`src/rtl/alarm_trigger_if.sv`:
```
// Signal bundle between the timekeeping/settings/button logic and
// alarm_trigger. The master side supplies time, alarm settings and button
// pulses; the slave side (alarm_trigger) returns the tone request and the
// status flags.
interface alarm_trigger_if #(
    parameter int CNT_W = 2
);
    logic             sec_tick;
    logic [4:0]       cur_hours;
    logic [5:0]       cur_minutes;
    logic [5:0]       cur_seconds;
    logic [4:0]       alarm_hours;
    logic [5:0]       alarm_minutes;
    logic             alarm_en;
    logic             snooze;
    logic             dismiss;
    logic             ring_on;
    logic             ringing;
    logic             snoozing;
    logic [CNT_W-1:0] snooze_count;

    modport master (
        output sec_tick, cur_hours, cur_minutes, cur_seconds,
               alarm_hours, alarm_minutes, alarm_en, snooze, dismiss,
        input  ring_on, ringing, snoozing, snooze_count
    );

    modport slave (
        input  sec_tick, cur_hours, cur_minutes, cur_seconds,
               alarm_hours, alarm_minutes, alarm_en, snooze, dismiss,
        output ring_on, ringing, snoozing, snooze_count
    );
endinterface

```
`src/rtl/alarm_trigger.sv`:
```
// Alarm sequencer: detects the alarm minute, runs ringing / snooze /
// dismiss, and issues single-cycle ring_on pulses to the tone generator,
// re-issued every RETRIGGER_SEC seconds while ringing.
//
// state     | meaning
// ----------+-----------------------------------------------------------
// S_IDLE    | waiting for the rising edge of the alarm-time match
// S_RINGING | alarm sounding; ring_on re-pulsed periodically, auto timeout
// S_SNOOZE  | silenced; counts snooze_sec down, then back to ringing
module alarm_trigger #(
    parameter int RETRIGGER_SEC = 6,
    parameter int SNOOZE_MIN    = 5,
    parameter int MAX_RING_SEC  = 60,
    parameter int MAX_SNOOZES   = 3
) (
    input  logic            clk,
    input  logic            reset,
    alarm_trigger_if.slave  bus
);

    localparam int RING_W   = $clog2(MAX_RING_SEC + 1);
    localparam int RETRIG_W = $clog2(RETRIGGER_SEC + 1);
    localparam int SNOOZE_W = $clog2(SNOOZE_MIN * 60 + 1);
    localparam int CNT_W    = $clog2(MAX_SNOOZES + 1);

    localparam logic [RING_W-1:0]   RING_MAX    = RING_W'(MAX_RING_SEC);
    localparam logic [RING_W-1:0]   RING_ONE    = RING_W'(1);
    localparam logic [RETRIG_W-1:0] RETRIG_MAX  = RETRIG_W'(RETRIGGER_SEC);
    localparam logic [RETRIG_W-1:0] RETRIG_ONE  = RETRIG_W'(1);
    localparam logic [SNOOZE_W-1:0] SNOOZE_LOAD = SNOOZE_W'(SNOOZE_MIN * 60);
    localparam logic [SNOOZE_W-1:0] SNOOZE_ONE  = SNOOZE_W'(1);
    localparam logic [CNT_W-1:0]    CNT_MAX     = CNT_W'(MAX_SNOOZES);
    localparam logic [CNT_W-1:0]    CNT_ONE     = CNT_W'(1);

    typedef enum logic [1:0] {
        S_IDLE    = 2'd0,
        S_RINGING = 2'd1,
        S_SNOOZE  = 2'd2
    } state_t;

    state_t              state_q, state_d;
    logic                match_q, match_d;
    logic [RING_W-1:0]   ring_sec_q, ring_sec_d;
    logic [RETRIG_W-1:0] retrig_sec_q, retrig_sec_d;
    logic [SNOOZE_W-1:0] snooze_sec_q, snooze_sec_d;
    logic [CNT_W-1:0]    snooze_count_q, snooze_count_d;
    logic                ring_on_q, ring_on_d;
    logic                ringing_q, ringing_d;
    logic                snoozing_q, snoozing_d;

    logic                match;
    logic                trigger;
    logic                cancel;
    logic [RING_W-1:0]   ring_sec_inc;
    logic [RETRIG_W-1:0] retrig_sec_inc;

    // Alarm-time compare and its rising edge; match_q resets high so a reset
    // inside the matching second cannot fire the alarm.
    always_comb begin
        match = (bus.cur_hours == bus.alarm_hours) &&
                (bus.cur_minutes == bus.alarm_minutes) &&
                (bus.cur_seconds == 6'd0);
        match_d        = match;
        trigger        = bus.alarm_en && match && !match_q;
        cancel         = bus.dismiss || !bus.alarm_en;
        ring_sec_inc   = ring_sec_q + RING_ONE;
        retrig_sec_inc = retrig_sec_q + RETRIG_ONE;
    end

    // Next-state and timer logic; button actions take precedence over a
    // coincident sec_tick, and an ignored snooze lets the tick count.
    always_comb begin
        state_d        = state_q;
        ring_sec_d     = ring_sec_q;
        retrig_sec_d   = retrig_sec_q;
        snooze_sec_d   = snooze_sec_q;
        snooze_count_d = snooze_count_q;
        ring_on_d      = 1'b0;

        unique case (state_q)
            S_IDLE: begin
                snooze_count_d = '0;
                if (trigger) begin
                    state_d      = S_RINGING;
                    ring_sec_d   = '0;
                    retrig_sec_d = '0;
                    ring_on_d    = 1'b1;
                end
            end

            S_RINGING: begin
                if (cancel) begin
                    state_d        = S_IDLE;
                    snooze_count_d = '0;
                end else if (bus.snooze && (snooze_count_q < CNT_MAX)) begin
                    state_d        = S_SNOOZE;
                    snooze_count_d = snooze_count_q + CNT_ONE;
                    snooze_sec_d   = SNOOZE_LOAD;
                end else if (bus.sec_tick) begin
                    ring_sec_d   = ring_sec_inc;
                    retrig_sec_d = retrig_sec_inc;
                    if (ring_sec_inc == RING_MAX) begin
                        // Timeout wins over a coincident retrigger.
                        state_d        = S_IDLE;
                        snooze_count_d = '0;
                    end else if (retrig_sec_inc == RETRIG_MAX) begin
                        retrig_sec_d = '0;
                        ring_on_d    = 1'b1;
                    end
                end
            end

            S_SNOOZE: begin
                if (cancel) begin
                    state_d        = S_IDLE;
                    snooze_count_d = '0;
                end else if (bus.sec_tick) begin
                    snooze_sec_d = snooze_sec_q - SNOOZE_ONE;
                    if (snooze_sec_q == SNOOZE_ONE) begin
                        state_d      = S_RINGING;
                        ring_sec_d   = '0;
                        retrig_sec_d = '0;
                        ring_on_d    = 1'b1;
                    end
                end
            end

            default: begin
                state_d        = S_IDLE;
                snooze_count_d = '0;
            end
        endcase

        ringing_d  = (state_d == S_RINGING);
        snoozing_d = (state_d == S_SNOOZE);
    end

    // State, timers and registered outputs with synchronous reset.
    always_ff @(posedge clk) begin
        if (reset) begin
            state_q        <= S_IDLE;
            match_q        <= 1'b1;
            ring_sec_q     <= '0;
            retrig_sec_q   <= '0;
            snooze_sec_q   <= '0;
            snooze_count_q <= '0;
            ring_on_q      <= 1'b0;
            ringing_q      <= 1'b0;
            snoozing_q     <= 1'b0;
        end else begin
            state_q        <= state_d;
            match_q        <= match_d;
            ring_sec_q     <= ring_sec_d;
            retrig_sec_q   <= retrig_sec_d;
            snooze_sec_q   <= snooze_sec_d;
            snooze_count_q <= snooze_count_d;
            ring_on_q      <= ring_on_d;
            ringing_q      <= ringing_d;
            snoozing_q     <= snoozing_d;
        end
    end

    assign bus.ring_on      = ring_on_q;
    assign bus.ringing      = ringing_q;
    assign bus.snoozing     = snoozing_q;
    assign bus.snooze_count = snooze_count_q;

endmodule

```
`src/flat_wrapper.sv`:
```
// flat-port wrapper written by rule: the top's interface ports become plain ports
module alarm_trigger_flat 
#(
    parameter int RETRIGGER_SEC = 6,
    parameter int SNOOZE_MIN    = 5,
    parameter int MAX_RING_SEC  = 60,
    parameter int MAX_SNOOZES   = 3
)
  (clk, reset, bus_sec_tick, bus_cur_hours, bus_cur_minutes, bus_cur_seconds, bus_alarm_hours, bus_alarm_minutes, bus_alarm_en, bus_snooze, bus_dismiss, bus_ring_on, bus_ringing, bus_snoozing, bus_snooze_count);
  alarm_trigger_if #(.CNT_W(2)) bus_i ();
  input  logic clk;
  input  logic reset;
  input wire logic [$bits(bus_i.sec_tick)-1:0] bus_sec_tick;
  input wire logic [$bits(bus_i.cur_hours)-1:0] bus_cur_hours;
  input wire logic [$bits(bus_i.cur_minutes)-1:0] bus_cur_minutes;
  input wire logic [$bits(bus_i.cur_seconds)-1:0] bus_cur_seconds;
  input wire logic [$bits(bus_i.alarm_hours)-1:0] bus_alarm_hours;
  input wire logic [$bits(bus_i.alarm_minutes)-1:0] bus_alarm_minutes;
  input wire logic [$bits(bus_i.alarm_en)-1:0] bus_alarm_en;
  input wire logic [$bits(bus_i.snooze)-1:0] bus_snooze;
  input wire logic [$bits(bus_i.dismiss)-1:0] bus_dismiss;
  output wire logic [$bits(bus_i.ring_on)-1:0] bus_ring_on;
  output wire logic [$bits(bus_i.ringing)-1:0] bus_ringing;
  output wire logic [$bits(bus_i.snoozing)-1:0] bus_snoozing;
  output wire logic [$bits(bus_i.snooze_count)-1:0] bus_snooze_count;
  assign bus_i.sec_tick = bus_sec_tick;
  assign bus_i.cur_hours = bus_cur_hours;
  assign bus_i.cur_minutes = bus_cur_minutes;
  assign bus_i.cur_seconds = bus_cur_seconds;
  assign bus_i.alarm_hours = bus_alarm_hours;
  assign bus_i.alarm_minutes = bus_alarm_minutes;
  assign bus_i.alarm_en = bus_alarm_en;
  assign bus_i.snooze = bus_snooze;
  assign bus_i.dismiss = bus_dismiss;
  assign bus_ring_on = bus_i.ring_on;
  assign bus_ringing = bus_i.ringing;
  assign bus_snoozing = bus_i.snoozing;
  assign bus_snooze_count = bus_i.snooze_count;
  alarm_trigger #(.RETRIGGER_SEC(RETRIGGER_SEC), .SNOOZE_MIN(SNOOZE_MIN), .MAX_RING_SEC(MAX_RING_SEC), .MAX_SNOOZES(MAX_SNOOZES)) u_core (.clk(clk), .reset(reset), .bus(bus_i));
endmodule
```
`config.mk`:
```
export PLATFORM = sky130hd
export DESIGN_NAME = alarm_trigger_flat
export DESIGN_NICKNAME = d
export VERILOG_FILES = /design/src/rtl/alarm_trigger_if.sv /design/src/rtl/alarm_trigger.sv /design/src/flat_wrapper.sv
export SDC_FILE = /design/constraint.sdc
export NUM_CORES = 1
export LEC_CHECK = 0
export ABC_AREA = 0
export ABC_CLOCK_PERIOD_IN_PS = 4100
export CAP_MARGIN = 15
export CORE_MARGIN = 2
export CORE_UTILIZATION = 50
export CTS_BUF_LIST = sky130_fd_sc_hd__clkbuf_8 sky130_fd_sc_hd__clkbuf_16
export DETAILED_ROUTE_END_ITERATION = 10
export GPL_TIMING_DRIVEN = 0
export PLACE_DENSITY = 0.83
export SETUP_SLACK_MARGIN = 0.3
export SLEW_MARGIN = 0
export SYNTH_ARGS = -nofsm -noshare
export SYNTH_HDL_FRONTEND = slang
export SYNTH_SLANG_ARGS = --single-unit
```
`constraint.sdc`:
```
create_clock -name clk -period 4.1 [get_ports clk]
set_input_delay 0.615 -clock clk [delete_from_list [all_inputs] [get_ports clk]]
set_output_delay 0.615 -clock clk [all_outputs]
set_load 0.03 [all_outputs]
```
==> metrics.md <==
| Metric | Value |
|---|---|
| Number of sinks on the clock net | 26 |
| Instance count of the mapped netlist | 169 |
| Post-synthesis cell type count | 42 |
| Syn Std Cell Area | 0.001519 mm2 |
| Final Instance Count excl. Fillers | 240 |
| Setup TNS | 0 ps |
| Fraction of synthesis flops using an asynchronous set or reset pin | 0% |
| Clock power frac | 31.7% |
| Peak Freq | 436.2 MHz |
| Largest net degree at the start of global routing | 14 |
| Nets in the synthesized netlist | 209 |
| Final antenna-violating net count | 0 |
| RR Endpoint | u_core.snooze_sec_q[6] |
| Worst endpoint data arrival time | 2490 ps |
| Final Critical Period | 2293 ps |
| Number of CTS-inserted buffers | 3 |
| Floorplan die width | 59.12 um |
| Count of fill cells added during filler insertion | 227 |
| Number of max-slew violations in the final report | 0 |
| TritonCTS clock tree | built |
| WHS Path Cells | 1 |
| Portion of the post-synthesis area used by sequential elements | 34.27% |
| Max Fanout on Critical Path | 9 |
| Pleak | 0.6631 nW |
| Flip-flop and latch count after synthesis | 26 |
| Worst hold-check path type | register to register |
| Total of cells resized after clock tree synthesis | 0 |
| Core Box Area | 0.002829 mm2 |
| Element type at the critical path end | register |
| Critical path type | input port to register |
| Total detailed-routing wirelength | 3.712 mm |
| Number of cells traversed by the worst register-to-register path | 6 |
| WHS Endpoint | u_core.ring_sec_q[5] |
| R2R Path Start | u_core.bus.snooze_count[0] |
| CP Data Required Time | 4290 ps |
| Total Die Area | 0.003495 mm2 |
| Worst clock skew on the final layout | 4.442 ps |
| First DRT Iteration DRCs | 52 |
| Synthesized area per cell | 8.988 um2 |
| Inserted Diodes | 0 |
| Hold_buf cts | 0 |
| Max-capacitance violation count | 0 |
| Synth-to-Final Area Change | 29.65% |
| HPWL reported at the end of detailed placement | 2.937 mm |
| First-pass GRT wire length | 6.361 mm |
| Buffers from clock root to sink, at most | 2 |
| Ratio of routed vias to standard cells | 5.900 |
| Proportion of power drawn by combinational gates | 12.5% |
| Count of TritonRoute iterations in the first routing pass | 4 |
| Die Height | 59.12 um |
| Worst rel slew slack | 63.12% |
| Total instance count after detailed placement | 237 |
| Switching part of the total power | 21.55% |
| Top flip-flop cell by instance count after synthesis | sky130_fd_sc_hd__dfxtp_1 |
| Vias after detailed routing | 1416 |
| Sequential power share | 55.8% |
| Antenna violations before repair | 0 |
| WL per Instance | 15.47 um |
| Maximum vdd ir drop | 0.2099 mV |
| Clk Tree Root Cell | sky130_fd_sc_hd__clkbuf_8 |
| Slew @ Worst Pin | 551.1 ps |
| Flop-to-flop setup slack | 2120 ps |
| Crit path launch type | input port |
| Final critical-path share of the clock period | 55.92% |
| Synthesis warning total | 0 |
| Number of buffers added on ports | 37 |
| Post-CTS Setup Repair Bufs | 0 |
| Final GP Congestion | 0.8005 |
| Launch instance of the worst min-delay path | u_core.ring_sec_q[5] |
| Power density of the placed cells | 230.1 mW/mm2 |
| Fraction of layout cells with a size suffix above 1 | 6.220% |
| Clock Latency Late Sink | 270 ps |
| EDFF count, synth | 0 |
| RSZ-0062 raised after global routing | no |
| P_sw | 97.67 uW |
| I/O pin cnt | 39 |
| Final layout net count | 251 |
| DRC violation count after routing | 0 |
| Status | completed |
| Total GRT Usage | 23.27% |
| Setup Viol. Count Final | 0 |
| Standard-cell row count | 19 |
| Clock transition at path regs | 90 ps |
| Starting utilization of the core area | 53.69% |
| Cell-internal power | 355.5 uW |
| H-tree level count | 1 |
| Total global routing overflow | 0 |
| Hold Fails Final Rpt | 0 |
| Vias in the first global route | 1432 |
-- how the worst max path moves through the flow --
stage | startpoint | endpoint | cells after the start
2_1_floorplan | u_core.bus.snooze_count[0] | u_core.snooze_sec_q[6] | 6
3_3_place_gp | bus_alarm_minutes[1] | u_core.retrig_sec_q[0] | 6
3_5_place_dp | bus_alarm_en | u_core.snooze_sec_q[6] | 6
4_1_cts | bus_alarm_en | u_core.snooze_sec_q[6] | 6
5_1_grt | bus_alarm_en | u_core.ring_sec_q[1] | 6
6_report | bus_alarm_en | u_core.snooze_sec_q[6] | 6
-- worst max-delay path, stage by stage --
cell and delay [ps]:
sky130_fd_sc_hd__clkdlybuf4s50_1 640, sky130_fd_sc_hd__nand4bb_4 170, sky130_fd_sc_hd__o22ai_4 290, sky130_fd_sc_hd__nand3_2 140
sky130_fd_sc_hd__or4_1 410, sky130_fd_sc_hd__a211oi_1 220
-- final cells by class --
class	count	area, um2	area share, %
multi-input combinational	131	945.9	48.03
sequential	26	520.5	26.43
timing repair buffer	37	370.4	18.81
clock buffer	3	41.29	2.097
tap	31	38.79	1.970
buffer	5	26.28	1.334
inverter	7	26.28	1.334
-- state kept, by name, summed over array words and instances (netlist names) --
name	cells
u_core.match_q	1
u_core.bus.ring_on	1
u_core.state_q	2
u_core.retrig_sec_q	3
u_core.bus.ringing	1
u_core.bus.snoozing	1
u_core.snooze_sec_q	9
u_core.bus.snooze_count	2
u_core.ring_sec_q	6
-- through the flow --
stage               hold slack [ps]  utilization, %  total power, mW  cell area, um2  worst slack [ps]
global placement              463.9           68.16           0.3131            1928              1541
finish                        485.7           69.62           0.4531            1969              1807
floorplan                     448.4               -           0.2770            1519              2149
detailed placement            472.5           68.16           0.3153            1928              1531
CTS                           489.0           69.62           0.4547            1969              1800
global route                  507.3           69.62           0.4697            1969              1615
-- cells in the mapped netlist, drive strengths merged (4+ instances only) --
master | count | area, um2
dfxtp | 26 | 520.5
nor2 | 14 | 52.55
clkbuf | 4 | 15.01
xnor2 | 6 | 52.55
nand2b | 4 | 25.02
nand2 | 10 | 37.54
a21oi | 14 | 73.82
xor2 | 13 | 113.9
nand3 | 4 | 25.02
ha | 6 | 75.07
nor3 | 8 | 40.04
inv | 7 | 26.28
a311oi | 5 | 43.79
o21ai | 5 | 25.02
-- cells in the final DEF, fill, tap and decap left out, types with 2 or more instances in the layout --
cell type / instances
sky130_fd_sc_hd__nand4bb_4: 2
sky130_fd_sc_hd__xor2_1: 13
sky130_fd_sc_hd__nor2b_1: 2
sky130_fd_sc_hd__dfxtp_1: 26
sky130_fd_sc_hd__clkbuf_1: 4
sky130_fd_sc_hd__nor2_1: 14
sky130_fd_sc_hd__nand4_1: 3
sky130_fd_sc_hd__and4b_1: 2
sky130_fd_sc_hd__clkbuf_8: 3
sky130_fd_sc_hd__a41oi_1: 2
sky130_fd_sc_hd__a311oi_1: 5
sky130_fd_sc_hd__nand2_1: 10
sky130_fd_sc_hd__nor4_1: 3
sky130_fd_sc_hd__nand4b_1: 2
sky130_fd_sc_hd__xnor2_1: 6
sky130_fd_sc_hd__nand2b_1: 4
sky130_fd_sc_hd__and3_1: 3
sky130_fd_sc_hd__a21oi_1: 13
sky130_fd_sc_hd__inv_1: 7
sky130_fd_sc_hd__nand3b_1: 2
sky130_fd_sc_hd__mux2_2: 2
sky130_fd_sc_hd__nand3_1: 3
sky130_fd_sc_hd__ha_1: 6
sky130_fd_sc_hd__or3_1: 2
sky130_fd_sc_hd__nor3_1: 8
sky130_fd_sc_hd__a21o_1: 3
sky130_fd_sc_hd__o21ai_0: 5
sky130_fd_sc_hd__clkdlybuf4s50_1: 37
sky130_fd_sc_hd__o31ai_1: 2
-- metal layers --
metal | GRT usage, % | wire length [um]
met4 | 4.870 | 25
met5 | 0 | 0
met3 | 4.367 | 122
met1 | 29.31 | 1567
met2 | 41.27 | 1997
-- power groups by stage --
stage	Sequential [mW]	Combinational (mW)	Clock, mW
floorplan	0.259	0.0182	0
global placement	0.259	0.0542	0
detailed placement	0.259	0.0564	0
CTS	0.253	0.0566	0.145
global route	0.253	0.0606	0.156
finish	0.253	0.0565	0.144
-- cell families (layout without fill, tap and decap cells) --
family          Yosys count  in the layout  synth area share [%]
xor+xnor                 19             19                 10.96
mux                       3              3                 2.142
compound gates           38             38                 17.46
simple gates             65             65                 26.77
buf+inv                  12             52                 3.460
flops                    26             26                 34.27
fa+ha+maj                 6              6                 4.942
Note: power is estimated with default switching activity, not from simulation.
